**config.mk**
```make
export PLATFORM = sky130hd
export DESIGN_NAME = rv_dmem_arb_flat
export DESIGN_NICKNAME = d
export VERILOG_FILES = /design/src/rtl/rv_dmem_arb_if.sv /design/src/rtl/rv_dmem_arb.sv /design/src/flat_wrapper.sv
export SDC_FILE = /design/constraint.sdc
export NUM_CORES = 1
export LEC_CHECK = 0
export BUFFER_PORTS_ARGS = -buffer_cell sky130_fd_sc_hd__buf_2
export CORE_AREA = 5 5 121 123
export CTS_CLUSTER_SIZE = 12
export DETAILED_ROUTE_END_ITERATION = 10
export DIE_AREA = 0 0 126 128
export PLACE_DENSITY = 0.52
export SLEW_MARGIN = 30
export SYNTH_ARGS = -nofsm -noshare
export SYNTH_HDL_FRONTEND = slang
export SYNTH_SLANG_ARGS = --single-unit
```
**constraint.sdc**
```tcl
create_clock -name clk -period 2.1 [get_ports clk]
set_input_delay 0.42 -clock clk [delete_from_list [all_inputs] [get_ports clk]]
set_output_delay 0.42 -clock clk [all_outputs]
set_load 0.02 [all_outputs]
```
**src/rtl/rv_dmem_arb_if.sv**
```systemverilog
// rtl/rv_dmem_arb_if.sv - request type and bus interface for the D_MEM port arbiter
package rv_dmem_pkg;
    typedef struct packed {
        logic [31:0] address;
        logic [31:0] wr_data;
        logic        wr_en;
        logic        rd_en;
        logic [3:0]  byte_en;
    } t_core2mem_req;
endpackage

interface rv_dmem_arb_if;
    import rv_dmem_pkg::*;

    t_core2mem_req core_req;
    logic          core_ready;
    logic          core_rd_valid;
    logic [31:0]   core_rd_data;
    logic          ext_req_valid;
    t_core2mem_req ext_req;
    logic          ext_req_ready;
    logic          ext_rd_valid;
    logic [31:0]   ext_rd_data;
    logic          mem_req_valid;
    t_core2mem_req mem_req;
    logic          mem_req_ready;
    logic          mem_rsp_valid;
    logic [31:0]   mem_rsp_data;

    // slave: the arbiter's view; master: the surrounding requesters and memory
    modport slave (
        input  core_req, ext_req_valid, ext_req, mem_req_ready, mem_rsp_valid, mem_rsp_data,
        output core_ready, core_rd_valid, core_rd_data, ext_req_ready, ext_rd_valid,
               ext_rd_data, mem_req_valid, mem_req
    );
    modport master (
        output core_req, ext_req_valid, ext_req, mem_req_ready, mem_rsp_valid, mem_rsp_data,
        input  core_ready, core_rd_valid, core_rd_data, ext_req_ready, ext_rd_valid,
               ext_rd_data, mem_req_valid, mem_req
    );
endinterface

```
**src/rtl/rv_dmem_arb.sv**
```systemverilog
// rtl/rv_dmem_arb.sv - D_MEM port arbiter between core MA stage and an external requester
module rv_dmem_arb
    import rv_dmem_pkg::*;
#(
    parameter int unsigned STARVE_MAX = 4
) (
    input  logic         clk,
    input  logic         rst,
    rv_dmem_arb_if.slave bus
);
    localparam logic [0:0] ST_IDLE    = 1'b0;
    localparam logic [0:0] ST_RD_WAIT = 1'b1;
    localparam logic       OWN_CORE   = 1'b0;
    localparam logic       OWN_EXT    = 1'b1;
    localparam logic [3:0] STARVE_LIM = 4'(STARVE_MAX);

    logic [0:0]    state_q, state_d;
    logic          owner_q, owner_d;
    logic [3:0]    starve_q, starve_d;

    logic          core_valid, ext_win, core_win;
    t_core2mem_req win_req;
    logic          core_done, ext_done;
    logic          mem_valid;
    t_core2mem_req mem_req;
    logic          core_rvld, ext_rvld;
    logic [31:0]   core_rdat, ext_rdat;
    logic          core_rdy;

    always_comb begin
        state_d    = state_q;
        owner_d    = owner_q;
        starve_d   = starve_q;
        core_valid = bus.core_req.rd_en | bus.core_req.wr_en;
        ext_win    = bus.ext_req_valid && (!core_valid || starve_q == STARVE_LIM);
        core_win   = core_valid && !ext_win;
        win_req    = ext_win ? bus.ext_req : bus.core_req;
        core_done  = 1'b0;
        ext_done   = 1'b0;
        mem_valid  = 1'b0;
        mem_req    = '0;
        core_rvld  = 1'b0;
        ext_rvld   = 1'b0;
        core_rdat  = '0;
        ext_rdat   = '0;
        core_rdy   = 1'b0;

        // outputs stay quiet while reset is held, even though requesters may still be driving
        if (rst) begin
            case (state_q)
                ST_IDLE: begin
                    if (ext_win || core_win) begin
                        mem_valid = 1'b1;
                        mem_req   = win_req;
                        if (win_req.wr_en) begin
                            mem_req.rd_en = 1'b0;
                        end
                        if (bus.mem_req_ready) begin
                            if (win_req.wr_en) begin
                                core_done = core_win;
                                ext_done  = ext_win;
                            end else begin
                                state_d = ST_RD_WAIT;
                                owner_d = ext_win ? OWN_EXT : OWN_CORE;
                            end
                            if (ext_win) begin
                                starve_d = '0;
                            end else if (bus.ext_req_valid && starve_q < STARVE_LIM) begin
                                starve_d = starve_q + 4'd1;
                            end
                        end
                    end
                end
                default: begin
                    if (bus.mem_rsp_valid) begin
                        state_d = ST_IDLE;
                        if (owner_q == OWN_EXT) begin
                            ext_rvld = 1'b1;
                            ext_rdat = bus.mem_rsp_data;
                            ext_done = 1'b1;
                        end else begin
                            core_rvld = 1'b1;
                            core_rdat = bus.mem_rsp_data;
                            core_done = 1'b1;
                        end
                    end
                end
            endcase
            if (!bus.ext_req_valid) begin
                starve_d = '0;
            end
            core_rdy = !core_valid || core_done;
        end
    end

    always_ff @(posedge clk or negedge rst) begin
        if (!rst) begin
            state_q  <= ST_IDLE;
            owner_q  <= OWN_CORE;
            starve_q <= '0;
        end else begin
            state_q  <= state_d;
            owner_q  <= owner_d;
            starve_q <= starve_d;
        end
    end

    assign bus.mem_req_valid = mem_valid;
    assign bus.mem_req       = mem_req;
    assign bus.core_ready    = core_rdy;
    assign bus.core_rd_valid = core_rvld;
    assign bus.core_rd_data  = core_rdat;
    assign bus.ext_req_ready = ext_done;
    assign bus.ext_rd_valid  = ext_rvld;
    assign bus.ext_rd_data   = ext_rdat;
endmodule

```
**src/flat_wrapper.sv**
```systemverilog
// flat-port wrapper written by rule: the top's interface ports become plain ports
module rv_dmem_arb_flat import rv_dmem_pkg::*;
#(
    parameter int unsigned STARVE_MAX = 4
)
  (clk, rst, bus_core_req, bus_ext_req_valid, bus_ext_req, bus_mem_req_ready, bus_mem_rsp_valid, bus_mem_rsp_data, bus_core_ready, bus_core_rd_valid, bus_core_rd_data, bus_ext_req_ready, bus_ext_rd_valid, bus_ext_rd_data, bus_mem_req_valid, bus_mem_req);
  rv_dmem_arb_if bus_i ();
  input  logic clk;
  input  logic rst;
  input wire logic [$bits(bus_i.core_req)-1:0] bus_core_req;
  input wire logic [$bits(bus_i.ext_req_valid)-1:0] bus_ext_req_valid;
  input wire logic [$bits(bus_i.ext_req)-1:0] bus_ext_req;
  input wire logic [$bits(bus_i.mem_req_ready)-1:0] bus_mem_req_ready;
  input wire logic [$bits(bus_i.mem_rsp_valid)-1:0] bus_mem_rsp_valid;
  input wire logic [$bits(bus_i.mem_rsp_data)-1:0] bus_mem_rsp_data;
  output wire logic [$bits(bus_i.core_ready)-1:0] bus_core_ready;
  output wire logic [$bits(bus_i.core_rd_valid)-1:0] bus_core_rd_valid;
  output wire logic [$bits(bus_i.core_rd_data)-1:0] bus_core_rd_data;
  output wire logic [$bits(bus_i.ext_req_ready)-1:0] bus_ext_req_ready;
  output wire logic [$bits(bus_i.ext_rd_valid)-1:0] bus_ext_rd_valid;
  output wire logic [$bits(bus_i.ext_rd_data)-1:0] bus_ext_rd_data;
  output wire logic [$bits(bus_i.mem_req_valid)-1:0] bus_mem_req_valid;
  output wire logic [$bits(bus_i.mem_req)-1:0] bus_mem_req;
  assign bus_i.core_req = bus_core_req;
  assign bus_i.ext_req_valid = bus_ext_req_valid;
  assign bus_i.ext_req = bus_ext_req;
  assign bus_i.mem_req_ready = bus_mem_req_ready;
  assign bus_i.mem_rsp_valid = bus_mem_rsp_valid;
  assign bus_i.mem_rsp_data = bus_mem_rsp_data;
  assign bus_core_ready = bus_i.core_ready;
  assign bus_core_rd_valid = bus_i.core_rd_valid;
  assign bus_core_rd_data = bus_i.core_rd_data;
  assign bus_ext_req_ready = bus_i.ext_req_ready;
  assign bus_ext_rd_valid = bus_i.ext_rd_valid;
  assign bus_ext_rd_data = bus_i.ext_rd_data;
  assign bus_mem_req_valid = bus_i.mem_req_valid;
  assign bus_mem_req = bus_i.mem_req;
  rv_dmem_arb #(.STARVE_MAX(STARVE_MAX)) u_core (.clk(clk), .rst(rst), .bus(bus_i));
endmodule
```
* Word level (Yosys, flattened, before mapping)
Cells that the tools add are included.
** Cells by class
- Bitwise logic cells :: 3
- Muxes and demuxes :: 47
- $add $sub $neg :: 1
- Reductions and logical operators :: 10
- Magnitude comparators :: 1
- Eq/ne operators :: 5
** Operator list (number)
- $mux 70 :: 4
- $mux 32 :: 8
- $mux 1 :: 29
- $mux 4 :: 6
- $reduce_and 5->1 :: 2
- $add 4x1->4 const B :: 1
- $eq 4x3->1 const B :: 1
- $lt 4x3->1 const B :: 1
- $ne 2x1->1 const B :: 2
- $logic_and 1x1->1 :: 3
- $logic_or 1x1->1 :: 3
- $ne 3x1->1 const B :: 1
- $logic_not 1->1 :: 2
- $ne 2x2->1 const B :: 1
- $not 1->1 :: 2
- $or 1x1->1 :: 1
** Word-level totals
- Bits of input ports :: 177
- Word-level logic and storage cells :: 70
- Flip-flop bits (word level) :: 6

* Longest topological paths before layout
Gate-level depths: netlist of run 1.
- Depth after elaboration :: 13
- Mapped depth :: 9
- Depth with buffers taken out :: 6

* Least setup slack after synthesis of run 1
No wires, ideal clock.
- Kind :: reg-to-output
- Start :: reg u_core.starve_q[0]
- End :: out bus_mem_req[10]
- Data required time :: 1.680 ns
- Path slack :: 0.070 ns
- Arrival :: 1.610 ns
- Stages on the path, launching flop included :: 9
- Cells stage by stage :: dfrtp_1 -> inv_1 -> ha_1 -> nand4b_2 -> a21bo_2 -> buf_6 -> buf_6 -> a22oi_2 -> nor2_1
** Between the ends
- Cells in the longest elaborated chain, start to end :: 9
** Ends and longest elaborated chain
- start, declared :: line rv_dmem_arb.sv:19 : logic [3:0] starve_q, starve_d;
- start signal, assigned :: line rv_dmem_arb.sv:104 : starve_q <= starve_d;
- $eq 4x3->1 (*) :: line rv_dmem_arb.sv:35 : ext_win = bus.ext_req_valid && (!core_valid || starve_q == STARVE_LIM);
- $logic_or 1x1->1 (*) :: line rv_dmem_arb.sv:35
- $logic_and 1x1->1 (*) :: line rv_dmem_arb.sv:35
- $logic_not 1->1 :: line rv_dmem_arb.sv:36 : core_win = core_valid && !ext_win;
- $logic_and 1x1->1 :: line rv_dmem_arb.sv:36
- $logic_or 1x1->1 :: line rv_dmem_arb.sv:52 : if (ext_win || core_win) begin
- $mux 70 (*) :: line rv_dmem_arb.sv:52
- $mux 70 (*) :: line rv_dmem_arb.sv:50 : case (state_q)
- $mux 70 (*) :: line rv_dmem_arb.sv:49 : if (rst) begin
- end, declared :: line flat_wrapper.sv:23 : output wire logic [$bits(bus_i.mem_req)-1:0] bus_mem_req;
Every way passes the cells marked *; elsewhere a longest branch is shown, timed or not.

* Worst setup path in the final report of run 1
- Start :: reg u_core.starve_q[1]
- End :: out bus_mem_req[11]
The elaborated chain is that of the path after synthesis.

==> results of run 1 <==
registers in the layout, summed over array words and instances (netlist names):
register	count
u_core.state_q	1
u_core.starve_q	4
u_core.owner_q	1
layer usage:
| layer | up-vias | GRT usage |
|---|---|---|
| met5 | - | 0 |
| met2 | 165 | 0.246 |
| met4 | 0 | 0.0246 |
| met1 | 1514 | 0.168 |
| met3 | 14 | 0.0267 |
| li1 | 1641 | - |
final timing paths:
path	from	to	slack (ps)	cells past startpoint
min reg2reg	u_core.owner_q	u_core.owner_q	550	2
max reg2reg	u_core.starve_q[0]	u_core.state_q	270	10
max in group asynchronous	rst	u_core.starve_q[0]	1790	2
min in group clk	bus_mem_rsp_valid	u_core.state_q	520	3
max	u_core.starve_q[1]	bus_mem_req[11]	-180	9
min	rst	u_core.state_q	10	1
layout make-up:
cell class / count / area (um2) / share of cell area
repair buffers: 352 / 2270 / 0.495
inverters: 4 / 15.0 / 0.00327
multi-input cells: 243 / 1850 / 0.403
flip-flops and latches: 6 / 150 / 0.0327
clock buffers: 3 / 75.1 / 0.0163
well taps: 180 / 225 / 0.0490
cells in the final DEF (no fill, tap or decap), drive strengths merged, types with 3 or more instances in the layout:
cell type | netlist | final
nand2 | 3 | 3
clkbuf | 14 | 8
o21ai | 4 | 4
buf | 16 | 347
a22oi | 68 | 68
nand3b | 3 | 3
dfrtp | 6 | 6
and2 | 64 | 64
inv | 4 | 4
nor2 | 76 | 76
a21oi | 5 | 5
through the flow:
step | util | instances | area, um2 | TNS (ps) | setup WS [ps]
floorplan | - | 283 | 2180 | 0 | 70.1
global placement | 0.297 | 770 | 4030 | -21.0 | -21.0
detailed placement | 0.297 | 770 | 4030 | -149 | -30.4
CTS | 0.319 | 781 | 4330 | -11780 | -197
global route | 0.339 | 788 | 4590 | -16490 | -268
finish | 0.339 | 788 | 4590 | -10600 | -184
cells by family (layout without fill, tap and decap cells):
| family | after synthesis | after routing | synth area share |
|---|---|---|---|
| AND/OR/NAND/NOR | 155 | 155 | 0.368 |
| AO/OA/AOI/OAI | 85 | 85 | 0.444 |
| flip-flops | 6 | 6 | 0.0690 |
| adder cells (fa/ha/maj) | 2 | 2 | 0.0115 |
| multiplexers | 1 | 1 | 0.00518 |
| buffers and inverters | 34 | 359 | 0.102 |
repair_timing:
action / in CTS / in global routing
cloned: 3 / 5
endpoints found under the setup margin: 70 / 80
buffers inserted: 5 / 3
hold endpoints to repair: 0 / 0
pin swaps: 12 / 68
gates resized for setup: 29 / 54
power breakdown:
part / leakage [nW] / internal (mW) / total (mW) / switching, mW
combinational: 2.42 / 0.524 / 1.10 / 0.580
sequential: 0.0803 / 0.130 / 0.140 / 0.0104
clock: 0.0370 / 0.244 / 0.309 / 0.0649
total: 2.54 / 0.898 / 1.55 / 0.655
==> results summary, run 1 <==
The slowest cell on the critical path is sky130_fd_sc_hd__dfrtp_1. The quantity of hold-fixing buffers added after cts is 0. The tree is rooted in a sky130_fd_sc_hd__clkbuf_16. The wire length of the first global-routing pass is between 15000 and 20000 um. The worst setup path is launched from a flip-flop.

The fraction of final layout cells with drive strength greater than 1 is 0.720. The synthesized design spends more area on one cell type than any other, namely sky130_fd_sc_hd__a22oi_2. The highest layer used for signal routing is met4. The worst setup margin is -184 ps. The estimated wirelength of the detail-placed design came out at roughly 10000 um.

The arrival time at the worst endpoint came out at 1860 ps. The count of routing violations after the opening detailed-route iteration is about 120. In this run the worst path has a maximum fanout of 5. The required time reported for the critical path endpoint is 1680 ps. The minimum clock period is 2280 ps. The total congestion overflow is 0. The layout net count came out at about 790. The overall die width came out at 126 um. The tool flagged a number of max-cap violations equal to 0. TritonCTS built the clock tree. The average wire per cell in the routed design is approximately 16 um. The layout overhead on the synthesized area came out at 111%. The met1 wire length is 4870 um. The fraction of the cycle the final worst path needs came out at 1.09. The number of buffers inserted during clock tree synthesis came out at 3. The core outline area is roughly 14000 um2. The first TritonRoute pass finished after 4 iterations. The min-delay analysis places its worst path in the category in -> async.

The placement row count is 43. The via count of the first global-routing pass came out at about 3300. The maximum cell stage delay along the critical path came out at ~350 ps. The final worst clock skew came out at roughly 1.4 ps. The number of warning messages in the yosys log came out at 0. The clock latency reported for the late side of the worst-skew pair came out at 230 ps. The register area share after synthesis came out at 0.0690. The total count of hold-check failures in the final report is 0. The count of input and output buffers is between 300 and 400. The tightest hold margin came out at 12.0 ps. The share of synthesized registers carrying an async set or reset is 1.00. The max-slew headroom at the worst pin came out at 0.771.

The placer congestion estimate is just under 0.8. The maximum number of pins on one net before global-route repair is 62. The all-layer global routing usage is 0.136. The kind of cell with the highest combined delay along the critical path is buffers and inverters. The maximum operating frequency is roughly 440 MHz.

The total power is 1.55 mW. The leakage power total is about 2.5 nW. Counting every instance in the synthesized netlist gives 283. Setup repair after global routing could not meet its margin everywhere. The routed design has between 10000 and 15000 um of wire. The starting density of the core came out at 0.160.

The number of clock sinks came out at 6. The initial antenna violation count came out at 0. The count of final max-slew check failures came to 0. The number of primary I/O pins is roughly 320.

0 antenna diodes ended up in the layout. The signal on the critical path passes through inv_2 > ha_4 > nand4b_4 > a21bo_4 > clkbuf_16 > clkbuf_16 > a22oi_2 > nor2_1 > buf_4. The fraction of post-synthesis cell area in the top cell type by area is 0.385. The buffers plus inverters on the worst setup path came out at 4. The floorplan step set the die height to about 130 um. The peak ir drop on the vdd network is 0.274 mV. The synthesized netlist contains 31 unique library cells. The sum of met3 wire segment lengths after detailed routing is about 920 um. STA classifies the critical path endpoint as an output port. Counting the fill cells in the layout gives 1484. In the post-synthesis netlist, the biggest area contributors are sky130_fd_sc_hd__a22oi_2, sky130_fd_sc_hd__and2_1, sky130_fd_sc_hd__nor2_1, sky130_fd_sc_hd__dfrtp_1, sky130_fd_sc_hd__buf_6. The count of antenna-violating nets left after detailed routing is 0. The transition at the pin with the smallest max-transition slack came out at roughly 340 ps. The flip-flop and latch count after synthesis is 6. The cell type with the highest occurrence count on the critical path is sky130_fd_sc_hd__clkbuf_16.

The number of synthesized flops with an enable pin is 0. Averaged over all synthesized cells, the footprint is ~7.7 um2. In this run the power density over the cells is between 300 and 400 nW/um2.

Using the TritonRoute via totals, the vias-per-cell ratio works out to about 4.2. Sorting the synthesized cells by how often they occur yields sky130_fd_sc_hd__nor2_1, sky130_fd_sc_hd__a22oi_2, sky130_fd_sc_hd__and2_1, sky130_fd_sc_hd__clkbuf_1, sky130_fd_sc_hd__buf_6. The post-synthesis instance area is around 2200 um2.

The clock-pin transition on the worst setup and hold timing paths came out at around 30 ps. The die outline area came out at about 16000 um2. Counting along the longest clock path gives a buffer depth of 2.

The checks that failed: negative setup slack. The number of nets in the synthesized netlist is 462. Among all flip-flop cells after synthesis, the most frequent one is sky130_fd_sc_hd__dfrtp_1. The number of setup violations in the final report is 70.

The critical path in this run is classified as reg -> out. The total met2 wirelength after detailed routing is 6480 um. The flow ran to the end, but the final reports show violations. For this run, design rule violations remaining after detail routing come to 0. The library cell with the highest instance count after synthesis is sky130_fd_sc_hd__nor2_1. In this run the number of H-tree levels came out at 1. The routed layout has about 3300 vias.
Note: power is estimated with default switching activity, not from simulation.
==> inputs of run 2 (changes only) <==
Settings changed: PLACE_DENSITY 0.52 to unset, PLACE_DENSITY_LB_ADDON set to 0.15.
==> results summary, run 2 (synthesized netlist as in run 1, its figures left out) <==
The run finished, with violations left. The final reports fail on negative setup slack. The number of primary I/O pins came out at 316 (unchanged). The cell area reported after detailed placement came out at 4100 um2 (+1.7%). The number of diodes is 0 (unchanged). The max-slew headroom at the worst pin is 0.784 (+0.0131). The detail-routed via count per cell came out at 4.22 (-0.14%).

STA classifies the critical path startpoint as a flip-flop. The fraction of final layout cells with drive strength greater than 1 came out at 0.723 (+0.00281). The setup total negative slack came out at -10680 ps (-84.2 ps). The count of antenna-violating nets left after detailed routing came out at 0 (unchanged). The clock latency reported for the late side of the worst-skew pair came out at 230 ps (about the same).

The worst setup margin is -193 ps (-9.29 ps). The setup path with the least slack is of type reg -> out. The die outline area came to 16100 um2 (unchanged). TritonCTS built the clock tree.

The peak ir drop on the vdd network is 0.200 mV (-27%). The cell area after layout came out at 4860 um2 (+5.8%). The count of final max-slew check failures came out at 0 (unchanged). The total congestion overflow came out at 0 (unchanged). The final worst clock skew came out at 1.03 ps (-0.415 ps).

The layout net count was 806 (+2.2%). The count of routing violations after the opening detailed-route iteration came to 74 (-36%). The clock-pin transition on the worst setup and hold timing paths came out at 40 ps (about the same). The estimated wirelength of the detail-placed design came out at 9970 um (+0.66%). The placer congestion estimate is 0.838 (+8.5%). The max-capacitance violation count came out at 0 (unchanged). The leakage power total came out at 2.68 nW (+5.7%).

The library cell used most frequently in the layout, excluding fill and tap cells, is sky130_fd_sc_hd__buf_2. Setup repair after global routing could not meet its margin everywhere. The total count of hold-check failures in the final report is 0 (unchanged). The number of buffers inserted during clock tree synthesis came out at 3 (unchanged). The arrival time at the worst endpoint came out at 1870 ps (about the same). The total wire length came to 12500 um (+0.46%).

The flip-flop count of the largest register, all copies and words added came out at 4 (unchanged). More flip-flops sit in one register than any other, and that register is u_core.starve_q. The core outline area was 13600 um2 (unchanged). In the final layout, the registers with the most flip-flops are u_core.starve_q: 4 flops, u_core.owner_q: 1 flops, u_core.state_q: 1 flops. The number of remaining DRC errors came to 0 (unchanged). The tree is rooted in a sky130_fd_sc_hd__clkbuf_16.

The transition at the pin with the smallest max-transition slack is 323 ps (-19.6 ps). The starting density of the core came out at 0.160 (unchanged). The total power was 1.62 mW (+4.6%). The count of input and output buffers is 315 (unchanged). The signal on the critical path passes through inv_2 > ha_4 > nand4b_4 > buf_6 > nor2b_4 > buf_12 > buf_12 > a22oi_2 > nor2_1 > buf_4. The all-layer global routing usage is 0.138 (+0.00174). The critical-path maximum fanout came out at 13 (+8). The critical path starts at u_core.starve_q[0]. The number of search-and-repair iterations in the first detailed-routing pass came out at 4 (unchanged). The wire length of the first global-routing pass is 18400 um (+2.3%). The number of clock sinks came out at 6 (unchanged).

The maximum cell stage delay along the critical path is 370 ps (+20 ps). The reg-to-reg setup timing slack came out at 380 ps (+110 ps). In the layout the commonest cells are sky130_fd_sc_hd__buf_2, sky130_fd_sc_hd__buf_4, sky130_fd_sc_hd__nor2_1. The power per cell area came out at 334 nW/um2 (-1.2%). The area growth from synthesis to layout is 123%. The maximum clock path buffer count came out at 2 (unchanged).

The slowest cell on the critical path is sky130_fd_sc_hd__dfrtp_1. The total number of H-tree levels came to 1 (unchanged). The average wire per cell in the routed design came out at 15.5 um (-1.7%).

The minimum clock period came out at 2290 ps (+9.30 ps). The total number of vias came out at 3401 (+2.0%). The height of the die is 128 um (unchanged).

The maximum operating frequency came out at 436 MHz (-0.41%). The end-of-flow core utilization came out at 0.358 (+0.0197). The worst register-to-register path ends at u_core.state_q. The tightest hold margin is 22.6 ps (+10.7 ps). The initial antenna violation count came out at 0 (unchanged). The worst register-to-register path begins at u_core.starve_q[0]. The fraction of the cycle the final worst path needs came out at 1.09 (+0.00443). The number of cells on the worst reg-to-reg path came out at 9 (-1). The overall die width is 126 um (unchanged). Among the stages of the critical path, the cell type that occurs most often is sky130_fd_sc_hd__buf_12. The maximum number of pins on one net before global-route repair is 50 (-19%). The placement row count is 43 (unchanged). The number of setup violations in the final report is 70 (unchanged).

The worst setup path is captured at an output port. The required time reported for the critical path endpoint came out at 1680 ps (about the same). The worst min-delay path class is in -> async.

The via count of the first global-routing pass is 3590 (+7.9%).
-- run 2: cell count changes in the layout (fill, tap and decap cells not counted), sizes merged --
cell,before,now
buf,347,363
clkbuf,8,9
-- run 2: power breakdown --
part	switching [mW]	leakage, nW	internal, mW	total, mW
logic	0.588	2.57	0.576	1.16
clock network	0.0735	0.0370	0.245	0.319
registers	0.0114	0.0803	0.130	0.141
-- run 2: worst max path at each step --
stage                           end  cells after the start  slack (ps)
CTS                  bus_mem_req[7]                     10        -190
floorplan           bus_mem_req[10]                      8          70
global placement    bus_mem_req[69]                      8        -130
finish               bus_mem_req[7]                     10        -190
global route        bus_mem_req[37]                      9        -280
detailed placement  bus_mem_req[69]                      8         -70
-- run 2: layout make-up --
type | count | area (um2)
Timing Repair Buffer | 369 | 2550
Multi-Input combinational cell | 243 | 1850
Clock buffer | 3 | 75.1
Inverter | 4 | 15.0
Fill cell | 1439 | 8700
Sequential cell | 6 | 150
Tap cell | 180 | 225
-- run 2: metal layers --
layer  vias to the layer above  part of all wire  track usage
li1                       1682                 -            -
met1                      1533              0.37        0.153
met2                       173              0.53        0.266
met3                        13             0.082       0.0363
met4                         0             0.014       0.0215
met5                         -                 0            0
-- run 2: worst max-delay path: cells and delay by family (launching register included) --
family	cells	cell delay, ps
AO/OA/AOI/OAI	1	170
adder cells (fa/ha/maj)	1	150
AND/OR/NAND/NOR	3	290
flip-flops	1	370
buffers and inverters	5	660
-- run 2: per-stage QoR --
| stage | cells | setup slack (ps) |
|---|---|---|
| after detailed placement | 781 | -66.1 |
| after global routing | 805 | -281 |
| after global placement | 781 | -125 |
| after CTS | 799 | -192 |
| final | 805 | -193 |
| after floorplan | 283 | 70.1 |
-- run 2: what timing repair did --
action,CTS,global route
buffers inserted,11,0
endpoints found under the setup margin,70,94
pin swaps,21,52
gates cloned,5,6
gates resized for setup,49,48
hold buffers,0,0
==> inputs of run 3 (changes only) <==
Settings changed: CORE_AREA 5 5 121 123 to 2 2 121 123, DIE_AREA 0 0 126 128 to 0 0 123 125.
==> results summary, run 3 (synthesized netlist as in run 1, its figures left out) <==
The run finished, with violations left. The final reports fail on negative setup slack. The starting density of the core was 0.153 (-0.00729). The die outline area was 15400 um2 (-4.7%). The clock latency reported for the late side of the worst-skew pair is 230 ps (about the same). The average wire per cell in the routed design is 14.4 um (-7.5%). The proportion of power drawn by combinational gates is 0.712 (-0.005). The critical path is of the reg -> out type. The initial antenna violation count came out at 1 (+1). In the final layout, the registers with the most flip-flops are u_core.starve_q: 4 flops, u_core.owner_q: 1 flops, u_core.state_q: 1 flops.

The max-slew headroom at the worst pin came out at 0.778 (-0.00610). The total count of hold-check failures in the final report came out at 0 (unchanged). The layout net count was 796 (-1.2%). The total number of H-tree levels came to 1 (unchanged).

The tightest hold margin is 171 ps (+148 ps). The height of the die was 125 um (-2.3%). The critical-path maximum fanout came to 8 (-5). Setup repair after global routing could not meet its margin everywhere. The setup total negative slack is -10160 ps (+518 ps).

The count of antenna-violating nets left after detailed routing came out at 0 (unchanged). The maximum number of pins on one net before global-route repair came to 59 (+18%). The worst setup margin was -185 ps (+7.77 ps). The total power came out at 1.57 mW (-3.6%). Compared with the post-synthesis result, the final layout area differs by 113%. The count of input and output buffers came to 315 (unchanged). The required time reported for the critical path endpoint is 1680 ps (about the same). The via count of the first global-routing pass is 3232 (-10%).

The cell count after placement is 779 (-0.26%). The number of clock sinks came to 6 (unchanged). The minimum clock period came out at 2290 ps (-7.77 ps). The overall die width came out at 123 um (-2.4%).

The maximum clock path buffer count is 2 (unchanged). The flip-flop count of the largest register, all copies and words added is 4 (unchanged). The arrival time at the worst endpoint is 1870 ps (about the same).

The count of final max-slew check failures is 0 (unchanged). The placer congestion estimate is 0.779 (-6.9%). TritonCTS built the clock tree. The cell sitting at the root of the clock tree is a sky130_fd_sc_hd__clkbuf_16.

The total wire length came out at 11500 um (-8.2%). The max-capacitance violation count came to 0 (unchanged). The net switching fraction of the power is 0.418 (+0.00315). The library cells used most frequently in the layout, excluding fill and tap cells, are sky130_fd_sc_hd__buf_2, sky130_fd_sc_hd__buf_4, sky130_fd_sc_hd__nor2_1.

The worst setup path is captured at an output port. The transition at the pin with the smallest max-transition slack is 330 ps (+7.78 ps). The placement row count was 44 (+2.3%). The worst min-delay path class is in -> async. The number of search-and-repair iterations in the first detailed-routing pass was 4 (unchanged).

The total number of vias is 3363 (-1.1%). The core outline area came out at 14200 um2 (+4.8%). The number of primary I/O pins came out at 316 (unchanged). Counting flops per register, the top entry is u_core.starve_q. The peak ir drop on the vdd network came out at 0.144 mV (-28%).

The startpoint class of the critical path is a flip-flop. The estimated wirelength of the detail-placed design came to 8820 um (-12%). The detail-routed via count per cell is 4.21 (-0.37%). The internal power was 0.912 mW (-4.1%).

The wire length of the first global-routing pass is 16500 um (-10%). The clock-pin transition on the worst setup and hold timing paths came to 40 ps (about the same). The number of setup violations in the final report is 70 (unchanged). The power spent charging and discharging nets came out at 0.654 mW (-2.9%). The maximum operating frequency is 438 MHz (+0.34%).

The final worst clock skew is 3.67 ps (+2.64 ps). The leakage power total came to 2.57 nW (-4.1%). The number of buffers inserted during clock tree synthesis came out at 3 (unchanged). The all-layer global routing usage is 0.134 (-0.00367).

The number of cells on the worst reg-to-reg path is 7 (-2). The total congestion overflow came to 0 (unchanged). The count of routing violations after the opening detailed-route iteration came out at 91 (+23%).

The number of standard cells in the final layout excluding fillers is 799 (-0.75%). The number of diodes is 0 (unchanged). The end-of-flow core utilization is 0.327 (-0.0315).

The clock share of power came out at 0.198 (+0.002). The number of remaining DRC errors is 0 (unchanged). The power per cell area is 337 nW/um2 (+0.88%). The fraction of the cycle the final worst path needs is 1.09 (-0.00370).

The sequential share of power came out at 0.090 (+0.003). The fraction of final layout cells with drive strength greater than 1 came out at 0.719 (-0.00450). The library cell used most frequently in the layout, excluding fill and tap cells, is sky130_fd_sc_hd__buf_2.
-- run 3: cell count changes in the layout (fill, tap and decap cells not counted), moves of 2 or more --
cell	change
sky130_fd_sc_hd__buf_12	-6
sky130_fd_sc_hd__buf_2	-6
sky130_fd_sc_hd__buf_6	+5
sky130_fd_sc_hd__clkbuf_16	-4
sky130_fd_sc_hd__buf_16	-2
sky130_fd_sc_hd__buf_4	+2
-- run 3: power by group through the flow --
stage	combinational (mW)	clock, mW	sequential, mW
finish	1.11	0.310	0.141
global route	1.21	0.325	0.144
CTS	1.07	0.320	0.140
detailed placement	0.970	0	0.140
global placement	0.962	0	0.140
floorplan	0.541	0	0.140
-- run 3: area by class of cell --
type	count	area (um2)
Fill cell	1514	9560
Sequential cell	6	150
Timing Repair Buffer	359	2320
Clock buffer	3	75.1
Multi-Input combinational cell	243	1850
Tap cell	184	230
Inverter	4	15.0
-- run 3: per-layer routing --
metal / GRT usage / vias to the layer above / wire length [um]
li1: - / 1658 / -
met5: 0 / - / 0
met2: 0.266 / 178 / 6260
met1: 0.152 / 1523 / 4230
met4: 0.0120 / 0 / 42
met3: 0.0196 / 4 / 934
-- run 3: path summary, 6_finish.rpt --
check                      slack [ps]          startpoint                  to
max in group asynchronous        1420                 rst      u_core.state_q
min reg2reg                       530      u_core.owner_q      u_core.owner_q
max                              -190  u_core.starve_q[0]     bus_mem_req[48]
max reg2reg                       400  u_core.starve_q[1]      u_core.state_q
min in group clk                  530   bus_mem_rsp_valid      u_core.state_q
min                               170                 rst  u_core.starve_q[1]
-- run 3: stage by stage --
stage	setup WS, ps	instance area [um2]
after floorplan	70.1	2180
after global placement	-66.3	4060
after detailed placement	-85.7	4060
after CTS	-251	4510
after global routing	-291	4640
final	-185	4640
-- run 3: worst max-delay path, stage by stage, from the launching register on --
cell and delay, ps:
sky130_fd_sc_hd__dfrtp_1 360, sky130_fd_sc_hd__inv_2 50, sky130_fd_sc_hd__ha_4 160, sky130_fd_sc_hd__nand4b_4 90, sky130_fd_sc_hd__a21bo_4 300, sky130_fd_sc_hd__buf_12 160, sky130_fd_sc_hd__buf_16 140, sky130_fd_sc_hd__a22oi_2 150
sky130_fd_sc_hd__nor2_1 60, sky130_fd_sc_hd__buf_4 160
-- run 3: repair_timing --
item | in CTS | in global routing
pin swaps | 22 | 22
hold buffers | 1 | 0
cloned | 4 | 3
setup buffers | 10 | 2
endpoints found under the setup margin | 70 | 72
hold endpoints to repair | 1 | 0
gates resized for setup | 51 | 48
